--- src/rtl/demux_pkg.sv ---
// Shared defaults and selector extraction for the 1-to-N packet demultiplexer.
package demux_pkg;

    localparam int DATA_W_DEF     = 6;
    localparam int NUM_CH_DEF     = 2;
    localparam int FIFO_DEPTH_DEF = 4;
    localparam int ERR_CNT_W      = 8;

    // Widest selector (NUM_CH <= 8) and widest word the helper accepts.
    localparam int SEL_MAX_W  = 3;
    localparam int WORD_MAX_W = 64;

    function automatic logic [SEL_MAX_W-1:0] sel_of(
        input logic [WORD_MAX_W-1:0] word,
        input int unsigned           data_w,
        input int unsigned           sel_w
    );
        logic [WORD_MAX_W-1:0] shifted;
        logic [SEL_MAX_W:0]    mask;
        shifted = word >> (data_w - sel_w);
        mask    = (4'd1 << sel_w) - 4'd1;
        return shifted[SEL_MAX_W-1:0] & mask[SEL_MAX_W-1:0];
    endfunction

endpackage

--- src/rtl/demux_fifo.sv ---
// Per-channel synchronous FIFO; the head word reads as zero while empty.
module demux_fifo
    import demux_pkg::*;
#(
    parameter int DATA_W = DATA_W_DEF,
    parameter int DEPTH  = FIFO_DEPTH_DEF
) (
    input  logic              clk,
    input  logic              reset_L,
    input  logic              push,
    input  logic [DATA_W-1:0] push_data,
    input  logic              pop,
    output logic [DATA_W-1:0] head_data,
    output logic              full,
    output logic              empty
);

    localparam int PTR_W = $clog2(DEPTH);
    localparam int CNT_W = PTR_W + 1;
    localparam logic [CNT_W-1:0] DEPTH_C   = CNT_W'(DEPTH);
    localparam logic [CNT_W-1:0] CNT_ONE_C = CNT_W'(1);
    localparam logic [PTR_W-1:0] PTR_ONE_C = PTR_W'(1);

    logic [DATA_W-1:0] mem_q [DEPTH];
    logic [DATA_W-1:0] mem_d [DEPTH];
    logic [PTR_W-1:0]  wr_ptr_q, wr_ptr_d;
    logic [PTR_W-1:0]  rd_ptr_q, rd_ptr_d;
    logic [CNT_W-1:0]  cnt_q, cnt_d;
    logic              push_s, pop_s;

    // Status flags, guarded push/pop and head word.
    always_comb begin
        full      = (cnt_q == DEPTH_C);
        empty     = (cnt_q == '0);
        push_s    = push && !full;
        pop_s     = pop && !empty;
        head_data = empty ? '0 : mem_q[rd_ptr_q];
    end

    // Next-state for storage, pointers and occupancy.
    always_comb begin
        for (int i = 0; i < DEPTH; i++) begin
            mem_d[i] = (push_s && (wr_ptr_q == PTR_W'(i))) ? push_data : mem_q[i];
        end
        wr_ptr_d = push_s ? (wr_ptr_q + PTR_ONE_C) : wr_ptr_q;
        rd_ptr_d = pop_s  ? (rd_ptr_q + PTR_ONE_C) : rd_ptr_q;
        case ({push_s, pop_s})
            2'b10:   cnt_d = cnt_q + CNT_ONE_C;
            2'b01:   cnt_d = cnt_q - CNT_ONE_C;
            default: cnt_d = cnt_q;
        endcase
    end

    // State registers; reset discards every buffered word at once.
    always_ff @(posedge clk or negedge reset_L) begin
        if (!reset_L) begin
            for (int i = 0; i < DEPTH; i++) begin
                mem_q[i] <= '0;
            end
            wr_ptr_q <= '0;
            rd_ptr_q <= '0;
            cnt_q    <= '0;
        end else begin
            for (int i = 0; i < DEPTH; i++) begin
                mem_q[i] <= mem_d[i];
            end
            wr_ptr_q <= wr_ptr_d;
            rd_ptr_q <= rd_ptr_d;
            cnt_q    <= cnt_d;
        end
    end

endmodule

--- src/rtl/demux_nch.sv ---
// 1-to-N packet demultiplexer: routes each word by its top SEL_W bits into a
// per-channel FIFO, with backpressure on full channels and out-of-range drop accounting.
module demux_nch
    import demux_pkg::*;
#(
    parameter int DATA_W     = DATA_W_DEF,
    parameter int NUM_CH     = NUM_CH_DEF,
    parameter int SEL_W      = $clog2(NUM_CH),
    parameter int FIFO_DEPTH = FIFO_DEPTH_DEF
) (
    input  logic                     clk,
    input  logic                     reset_L,
    input  logic                     valid_in,
    input  logic [DATA_W-1:0]        data_in,
    output logic                     ready_out,
    output logic [NUM_CH*DATA_W-1:0] data_out,
    output logic [NUM_CH-1:0]        valid_out,
    input  logic [NUM_CH-1:0]        ready_in,
    output logic                     sel_err,
    output logic [ERR_CNT_W-1:0]     err_cnt
);

    localparam logic [SEL_MAX_W:0]   NUM_CH_C  = (SEL_MAX_W+1)'(NUM_CH);
    localparam logic [ERR_CNT_W-1:0] ERR_MAX_C = {ERR_CNT_W{1'b1}};
    localparam logic [ERR_CNT_W-1:0] ERR_ONE_C = ERR_CNT_W'(1);

    logic [WORD_MAX_W-1:0] word_ext_s;
    logic [SEL_MAX_W-1:0]  sel_s;
    logic                  in_range_s;
    logic [NUM_CH-1:0]     hit_s;
    logic [NUM_CH-1:0]     full_s;
    logic [NUM_CH-1:0]     empty_s;
    logic [NUM_CH-1:0]     push_s;
    logic [NUM_CH-1:0]     pop_s;
    logic                  accept_s;
    logic                  drop_s;
    logic [DATA_W-1:0]     head_s [NUM_CH];

    logic                  sel_err_q, sel_err_d;
    logic [ERR_CNT_W-1:0]  err_cnt_q, err_cnt_d;

    // Selector decode into a one-hot channel hit; out-of-range words hit nothing.
    always_comb begin
        word_ext_s = WORD_MAX_W'(data_in);
        sel_s      = sel_of(word_ext_s, DATA_W, SEL_W);
        in_range_s = ({1'b0, sel_s} < NUM_CH_C);
        hit_s      = '0;
        for (int c = 0; c < NUM_CH; c++) begin
            hit_s[c] = in_range_s && (sel_s == SEL_MAX_W'(c));
        end
    end

    // Accept depends only on the addressed channel's full flag, never on a same-cycle pop.
    always_comb begin
        ready_out = ~|(hit_s & full_s);
        accept_s  = valid_in && ready_out;
        push_s    = hit_s & {NUM_CH{accept_s}};
        drop_s    = accept_s && !in_range_s;
        pop_s     = ready_in & ~empty_s;
    end

    // Drop pulse and saturating drop counter next-state.
    always_comb begin
        sel_err_d = drop_s;
        err_cnt_d = (drop_s && (err_cnt_q != ERR_MAX_C)) ? (err_cnt_q + ERR_ONE_C) : err_cnt_q;
    end

    // Error pulse and counter registers.
    always_ff @(posedge clk or negedge reset_L) begin
        if (!reset_L) begin
            sel_err_q <= 1'b0;
            err_cnt_q <= '0;
        end else begin
            sel_err_q <= sel_err_d;
            err_cnt_q <= err_cnt_d;
        end
    end

    assign sel_err   = sel_err_q;
    assign err_cnt   = err_cnt_q;
    assign valid_out = ~empty_s;

    for (genvar g = 0; g < NUM_CH; g++) begin : g_ch
        demux_fifo #(
            .DATA_W (DATA_W),
            .DEPTH  (FIFO_DEPTH)
        ) u_fifo (
            .clk       (clk),
            .reset_L   (reset_L),
            .push      (push_s[g]),
            .push_data (data_in),
            .pop       (pop_s[g]),
            .head_data (head_s[g]),
            .full      (full_s[g]),
            .empty     (empty_s[g])
        );
        assign data_out[g*DATA_W +: DATA_W] = head_s[g];
    end

endmodule

--- config.mk ---
export PLATFORM = sky130hd
export DESIGN_NAME = demux_nch
export DESIGN_NICKNAME = d
export VERILOG_FILES = /design/src/rtl/demux_pkg.sv /design/src/rtl/demux_fifo.sv /design/src/rtl/demux_nch.sv
export SDC_FILE = /design/constraint.sdc
export NUM_CORES = 1
export LEC_CHECK = 0
export CORE_MARGIN = 8
export CORE_UTILIZATION = 55
export CTS_CLUSTER_DIAMETER = 100
export DETAILED_ROUTE_END_ITERATION = 6
export PLACE_DENSITY = 0.78
export SETUP_SLACK_MARGIN = 0.5
export SLEW_MARGIN = 40
export SYNTH_ARGS = -nofsm -noshare
export SYNTH_HDL_FRONTEND = slang
export SYNTH_SLANG_ARGS = --single-unit
--- constraint.sdc ---
create_clock -name clk -period 4.9 [get_ports clk]
set_input_delay 0.49 -clock clk [delete_from_list [all_inputs] [get_ports clk]]
set_output_delay 0.49 -clock clk [all_outputs]
set_load 0.02 [all_outputs]
==> results of run 1 <==
worst reg2reg max path, cell delays in order, from the launching register on:
cell and delay [ns]:
dfrtp_1 0.42, nor3b_2 0.46, nor2_1 0.18, inv_1 0.09
ha_1 0.17, inv_1 0.06, fa_1 0.37, xor2_1 0.15
nor2_1 0.12, xor2_1 0.16
cells by family (layout without fill, tap and decap cells):
group           after synthesis  count (layout)  synth area share
flops                        62              62             0.506
buf+inv                      28              54            0.0473
compound gates                1               1           0.00163
fa+ha+maj                    12              12            0.0538
mux                          56              56             0.249
simple gates                 46              46             0.108
xor+xnor                     12              12            0.0342
other cells                   1               9           0.00122
where the power goes:
part           internal, uW  switching (uW)
combinational           615             440
clock                   262             186
sequential              756             193
flip-flops by register name (all words and copies together) (netlist names):
signal                flops
g_ch.u_fifo.wr_ptr_q      4
g_ch.u_fifo.mem_q        48
g_ch.u_fifo.cnt_q         6
g_ch.u_fifo.rd_ptr_q      4
metrics by stage:
step           power, uW  instance area, um2  std cells
6_report            2450                3550        324
5_1_grt             2630                3550        324
4_1_cts             2480                3540        324
3_5_place_dp        2030                3340        308
3_3_place_gp        1990                3340        308
2_1_floorplan       1670                3100        226
worst max-delay path by stage:
stage                                     endpoint                                    from  slack [ns]  cells after the start
4_1_cts                                data_out[7]  g_ch[1].u_fifo.rd_ptr_q[0]$_DFFE_PN0P_        2.11                      3
5_1_grt                                data_out[8]  g_ch[1].u_fifo.rd_ptr_q[0]$_DFFE_PN0P_        2.04                      3
3_5_place_dp   g_ch[1].u_fifo.cnt_q[2]$_DFFE_PN0P_                              data_in[5]        2.30                     10
3_3_place_gp   g_ch[1].u_fifo.cnt_q[2]$_DFFE_PN0P_                              data_in[5]        2.37                     10
6_report                               data_out[7]  g_ch[1].u_fifo.rd_ptr_q[0]$_DFFE_PN0P_        2.17                      3
2_1_floorplan  g_ch[0].u_fifo.cnt_q[2]$_DFFE_PN0P_     g_ch[0].u_fifo.cnt_q[0]$_DFFE_PN0P_        2.79                      9
layout by cell type, fill, tap and decap left out, types with 3 or more instances in the layout:
master	netlist	layout
and2_1	14	14
clkbuf_8	0	11
clkdlybuf4s50_1	0	24
conb_1	1	9
dfrtp_1	62	62
ha_1	10	10
inv_1	12	12
mux2_1	20	20
mux2_2	22	22
mux4_2	12	12
nand2_1	5	5
nor2_1	3	3
nor2b_1	4	4
nor3_2	4	4
nor3b_2	6	6
or2_2	4	4
xnor2_1	6	6
xor2_1	6	6
metal layers:
layer  routed length [um]  track usage
met1                 2400        0.179
met2                 2550        0.217
met3                  222       0.0432
met4                   92       0.0707
met5                    0            0
area by class of cell:
class	count	area (um2)
timing repair buffer	26	256
sequential	62	1550
clock buffer	13	159
clock inverter	3	42.5
multi-input combinational	136	1400
tap	72	90.1
inverter	12	45.0
fill	419	1890
==> results_dict.tcl, run 1 <==
set metrics [dict create \
    power_leakage_uw 0.00153 \
    gr-total-overflow 0 \
    postLayoutSetupSlackWorst_ns 2.17 \
    antenna_found_initial 0 \
    critPathTopFamily "flip-flops" \
    antenna_left 0 \
    r2r-end "g_ch[1].u_fifo.cnt_q[2]$_DFFE_PN0P_" \
    clockBufferDepth 2 \
    relSlewSlack 0.587 \
    cap_violations 0 \
    die_h_um 90.7 \
    rsz0062_at_grt "false" \
    fmax_mhz 366 \
    dieArea_um2 8230 \
    critPathKind "flop to primary output" \
    final.period_utilization 0.558 \
    synth_edf_count 0 \
    fin_nets 270 \
    synthToLayoutAreaGrowth_pct 15.6 \
    worstHoldPathType "input pin to asynchronous set/reset pin" \
    wl_per_cell_um 16.3 \
    setup_tns_ns 0 \
    clock-sinks 62 \
    drc_errors 0 \
    netlist_area_um2 3070 \
    port_buffers 25 \
    numCtsBuffers 9 \
    yosys.cell_count.top_type "dfrtp_1" \
    synth_top_area_cell "dfrtp_1" \
    finalSetupViolCount 0 \
    status "finished, final reports clean" \
    synth_flop_cell "dfrtp_1" \
    tightest_slew_ns 0.616 \
    ir_drop_uv 348 \
    yosys_warnings 0 \
    drive_gt1_frac 0.262 \
    synthTopCellsByArea "dfrtp_1 51%, mux4_2 8.8%, mux2_2 8.1%" \
    num_rows 27 \
    drt_iter0_drc 81 \
    globalRouteTotalUtil 0.142 \
    final_util 0.652 \
    first_pass_iters 3 \
    synthTopCellsByCount "62 x dfrtp_1, 22 x mux2_2, 20 x mux2_1" \
    async_flop_share 1.00 \
    grt_pass1_wl_um 9270 \
    hold_slack_ns 0.222 \
    crit_path_start_kind "flop" \
    cp_max_fo 8 \
    ios 35 \
    dieWidth_um 90.7 \
    core_um2 5440 \
    place_congestion 0.704 \
    crit_slowest_cell "dfrtp_1" \
    final-hold-violation-count 0 \
    fin_worst_skew_ns 0.00748 \
    dpl.hpwl_um 3700 \
    path_buf_inv 1 \
    place_ws_ns 2.30 \
    grt_pass1_vias 1891 \
    syn_area_per_cell_um2 14.1 \
    crit_chain "mux4_2, and2_1, clkdlybuf4s50_1" \
    grt_max_degree 63 \
    h-tree-depth 3 \
    ctsResizeCount 0 \
    cts_hold_buf 0 \
    period_minus_slack_ns 2.73 \
    clk_pin_slew_ns 0.07 \
    clock_latency_ns 0.33 \
    cp-end-kind "primary output" \
    start_util 0.564 \
    synth_seq_cells 62 \
    synth.top_cell.area_share 0.506 \
    slowest_delay_ns 0.64 \
    vias 1673 \
    antenna_cells 0 \
    wirelength_um 5270 \
    r2r_slack_ns 2.65 \
    ys_seq_area_frac 0.506 \
    cts_tree "yes" \
    r2r_cells 9 \
    rr_startpoint "g_ch[1].u_fifo.cnt_q[0]$_DFFE_PN0P_" \
    yosysUniqueCellTypes 26 \
    syn_inst 218 \
    crit_arrival_ns 2.24 \
    via_per_inst 5.16 \
    cts_setup_buffers 0 \
    p_per_area_nw_per_um2 691 \
    root_buffer "clkbuf_8" \
    required_ns 4.41 \
    drv_slew 0 \
]
No activity file was read; power rests on OpenSTA's default activity.
==> run 2: changes to the inputs <==
- clock period: 4.9 -> 2.63 ns (I/O delays scaled with it)
==> results_dict.tcl, run 2 (synthesized netlist as in run 1, its figures left out) <==
set metrics [dict create \
    seq_area_um2 1560 \
    antenna_left 0 \
    wirelength_um 5590 \
    dpl.cell_count 311 \
    regMostFlops "g_ch.u_fifo.mem_q" \
    clock_latency_ns 0.33 \
    globalRouteTotalUtil 0.147 \
    first_pass_iters 4 \
    dpl.hpwl_um 3710 \
    num_rows 27 \
    crit_path_start_kind "flop" \
    crit_arrival_ns 1.83 \
    fillers 408 \
    rr_startpoint "g_ch[0].u_fifo.cnt_q[2]$_DFFE_PN0P_" \
    layout_common_cells "58 x dfrtp_1, 22 x mux2_2, 20 x mux2_1" \
    dieArea_um2 8230 \
    period_minus_slack_ns 2.10 \
    grt_max_degree 43 \
    setup_tns_ns 0 \
    dieWidth_um 90.7 \
    mostFrequentLayoutCell "dfrtp_1" \
    instances_no_fill 341 \
    largest_reg_flops 48 \
    root_buffer "clkbuf_8" \
    finalSetupViolCount 0 \
    power_frac_comb 0.470 \
    final.period_utilization 0.797 \
    postLayoutSetupSlackWorst_ns 0.534 \
    antenna_found_initial 0 \
    p_per_area_nw_per_um2 1260 \
    place_congestion 0.736 \
    clk_pin_slew_ns 0.07 \
    vias 1769 \
    cap_violations 0 \
    multi_input_area_um2 1430 \
    ir_drop_uv 596 \
    relSlewSlack 0.593 \
    synthToLayoutAreaGrowth_pct 20.6 \
    critPathKind "flop to primary output" \
    fin_worst_skew_ns 0.00659 \
    antenna_cells 0 \
    via_per_inst 5.19 \
    port_buffers 25 \
    fmax_mhz 477 \
    numCtsBuffers 9 \
    required_ns 2.37 \
    r2r_slack_ns 0.57 \
    r2r_cells 6 \
    cp-end-kind "primary output" \
    place_ws_ns 0.377 \
    h-tree-depth 3 \
    cts_tree "yes" \
    p_sw_frac 0.340 \
    drv_slew 0 \
    gr-total-overflow 0 \
    wl_per_cell_um 16.4 \
    drc_errors 0 \
    start_util 0.564 \
    dpl_cell_area_um2 3370 \
    status "finished, final reports clean" \
    top_regs "g_ch.u_fifo.mem_q x48, g_ch.u_fifo.cnt_q x6" \
    power_leakage_uw 0.00165 \
    cp_max_fo 3 \
    die_h_um 90.7 \
    core_um2 5440 \
    r2r-end "g_ch[0].u_fifo.cnt_q[1]$_DFFE_PN0P_" \
    fin_nets 289 \
    worstHoldPathType "input pin to asynchronous set/reset pin" \
    tightest_slew_ns 0.607 \
    clock-sinks 62 \
    drive_gt1_frac 0.353 \
    final-hold-violation-count 0 \
    power_frac_clock 0.159 \
    drt_iter0_drc 57 \
    switching_power_uw 1590 \
    rsz0062_at_grt "true" \
    grt_pass1_wl_um 9520 \
    power_frac_seq 0.372 \
    grt_pass1_vias 1943 \
    design_area_um2 3700 \
    clockBufferDepth 2 \
    p_int_uw 3090 \
    ios 35 \
]
-- run 2: changes by cell type in the layout (fill, tap and decap cells not counted), moves of 2 or more --
cell / delta
and2_1: -2
and2_4: +2
buf_4: +16
buf_6: +3
clkdlybuf4s15_1: +3
clkdlybuf4s50_1: -12
dfrtp_1: -4
dfrtp_2: +4
dlygate4sd2_1: +6
or3_1: -2
or3_4: +2
-- run 2: worst max-delay path by stage --
stage / from / endpoint / slack [ns] / cells after the start
final: g_ch[1].u_fifo.rd_ptr_q[0]$_DFFE_PN0P_ / data_out[11] / 0.53 / 6
after global routing: g_ch[0].u_fifo.rd_ptr_q[0]$_DFFE_PN0P_ / data_out[3] / 0.47 / 4
after detailed placement: valid_in / g_ch[1].u_fifo.cnt_q[2]$_DFFE_PN0P_ / 0.38 / 10
after floorplan: g_ch[0].u_fifo.cnt_q[0]$_DFFE_PN0P_ / g_ch[0].u_fifo.cnt_q[2]$_DFFE_PN0P_ / 0.52 / 9
after CTS: g_ch[0].u_fifo.rd_ptr_q[0]$_DFFE_PN0P_ / data_out[0] / 0.41 / 6
after global placement: valid_in / g_ch[1].u_fifo.cnt_q[2]$_DFFE_PN0P_ / 0.40 / 10
-- run 2: final cells by class --
type | count | area share
clock inverter | 1 | 0.00135
inverter | 12 | 0.0122
timing repair buffer | 44 | 0.109
multi-input combinational | 137 | 0.387
clock buffer | 13 | 0.0456
sequential | 62 | 0.420
tap | 72 | 0.0243
-- run 2: through the flow --
stage                     power [uW]   util  hold slack (ns)
final                           4680  0.681            0.458
after global routing            5000  0.681            0.483
after CTS                       4570  0.668            0.461
after detailed placement        3780  0.619            0.277
after global placement          3720  0.619            0.450
after floorplan                 3110      -          -0.0326
-- run 2: power groups by stage --
stage | combinational [uW] | clock, uW | sequential [uW]
2_1_floorplan | 1520 | 0 | 1590
3_3_place_gp | 1960 | 0 | 1760
3_5_place_dp | 2000 | 0 | 1780
4_1_cts | 2070 | 756 | 1750
5_1_grt | 2400 | 797 | 1810
6_report | 2200 | 743 | 1740
-- run 2: critical path, stage by stage, from the launching register on --
cell     delay, ns
dfrtp_2       0.43
buf_12        0.13
buf_4         0.12
buf_4         0.12
mux4_2        0.41
and2_4        0.17
buf_6         0.12
-- run 2: routing by layer --
| layer | vias to the layer above | global-route usage | wire length [um] |
|---|---|---|---|
| met2 | 28 | 0.231 | 2680 |
| li1 | 834 | - | - |
| met5 | - | 0 | 0 |
| met4 | 0 | 0.0624 | 89 |
| met1 | 898 | 0.179 | 2580 |
| met3 | 9 | 0.0490 | 245 |
-- run 2: timing repair --
item                                    CTS  global route
gates resized for setup                  29            11
pin swaps                                 2             4
gates cloned                              0             1
setup buffers                            11             3
endpoints found under the setup margin   18             8
hold buffers                              1             0
hold endpoints to repair                 40             0
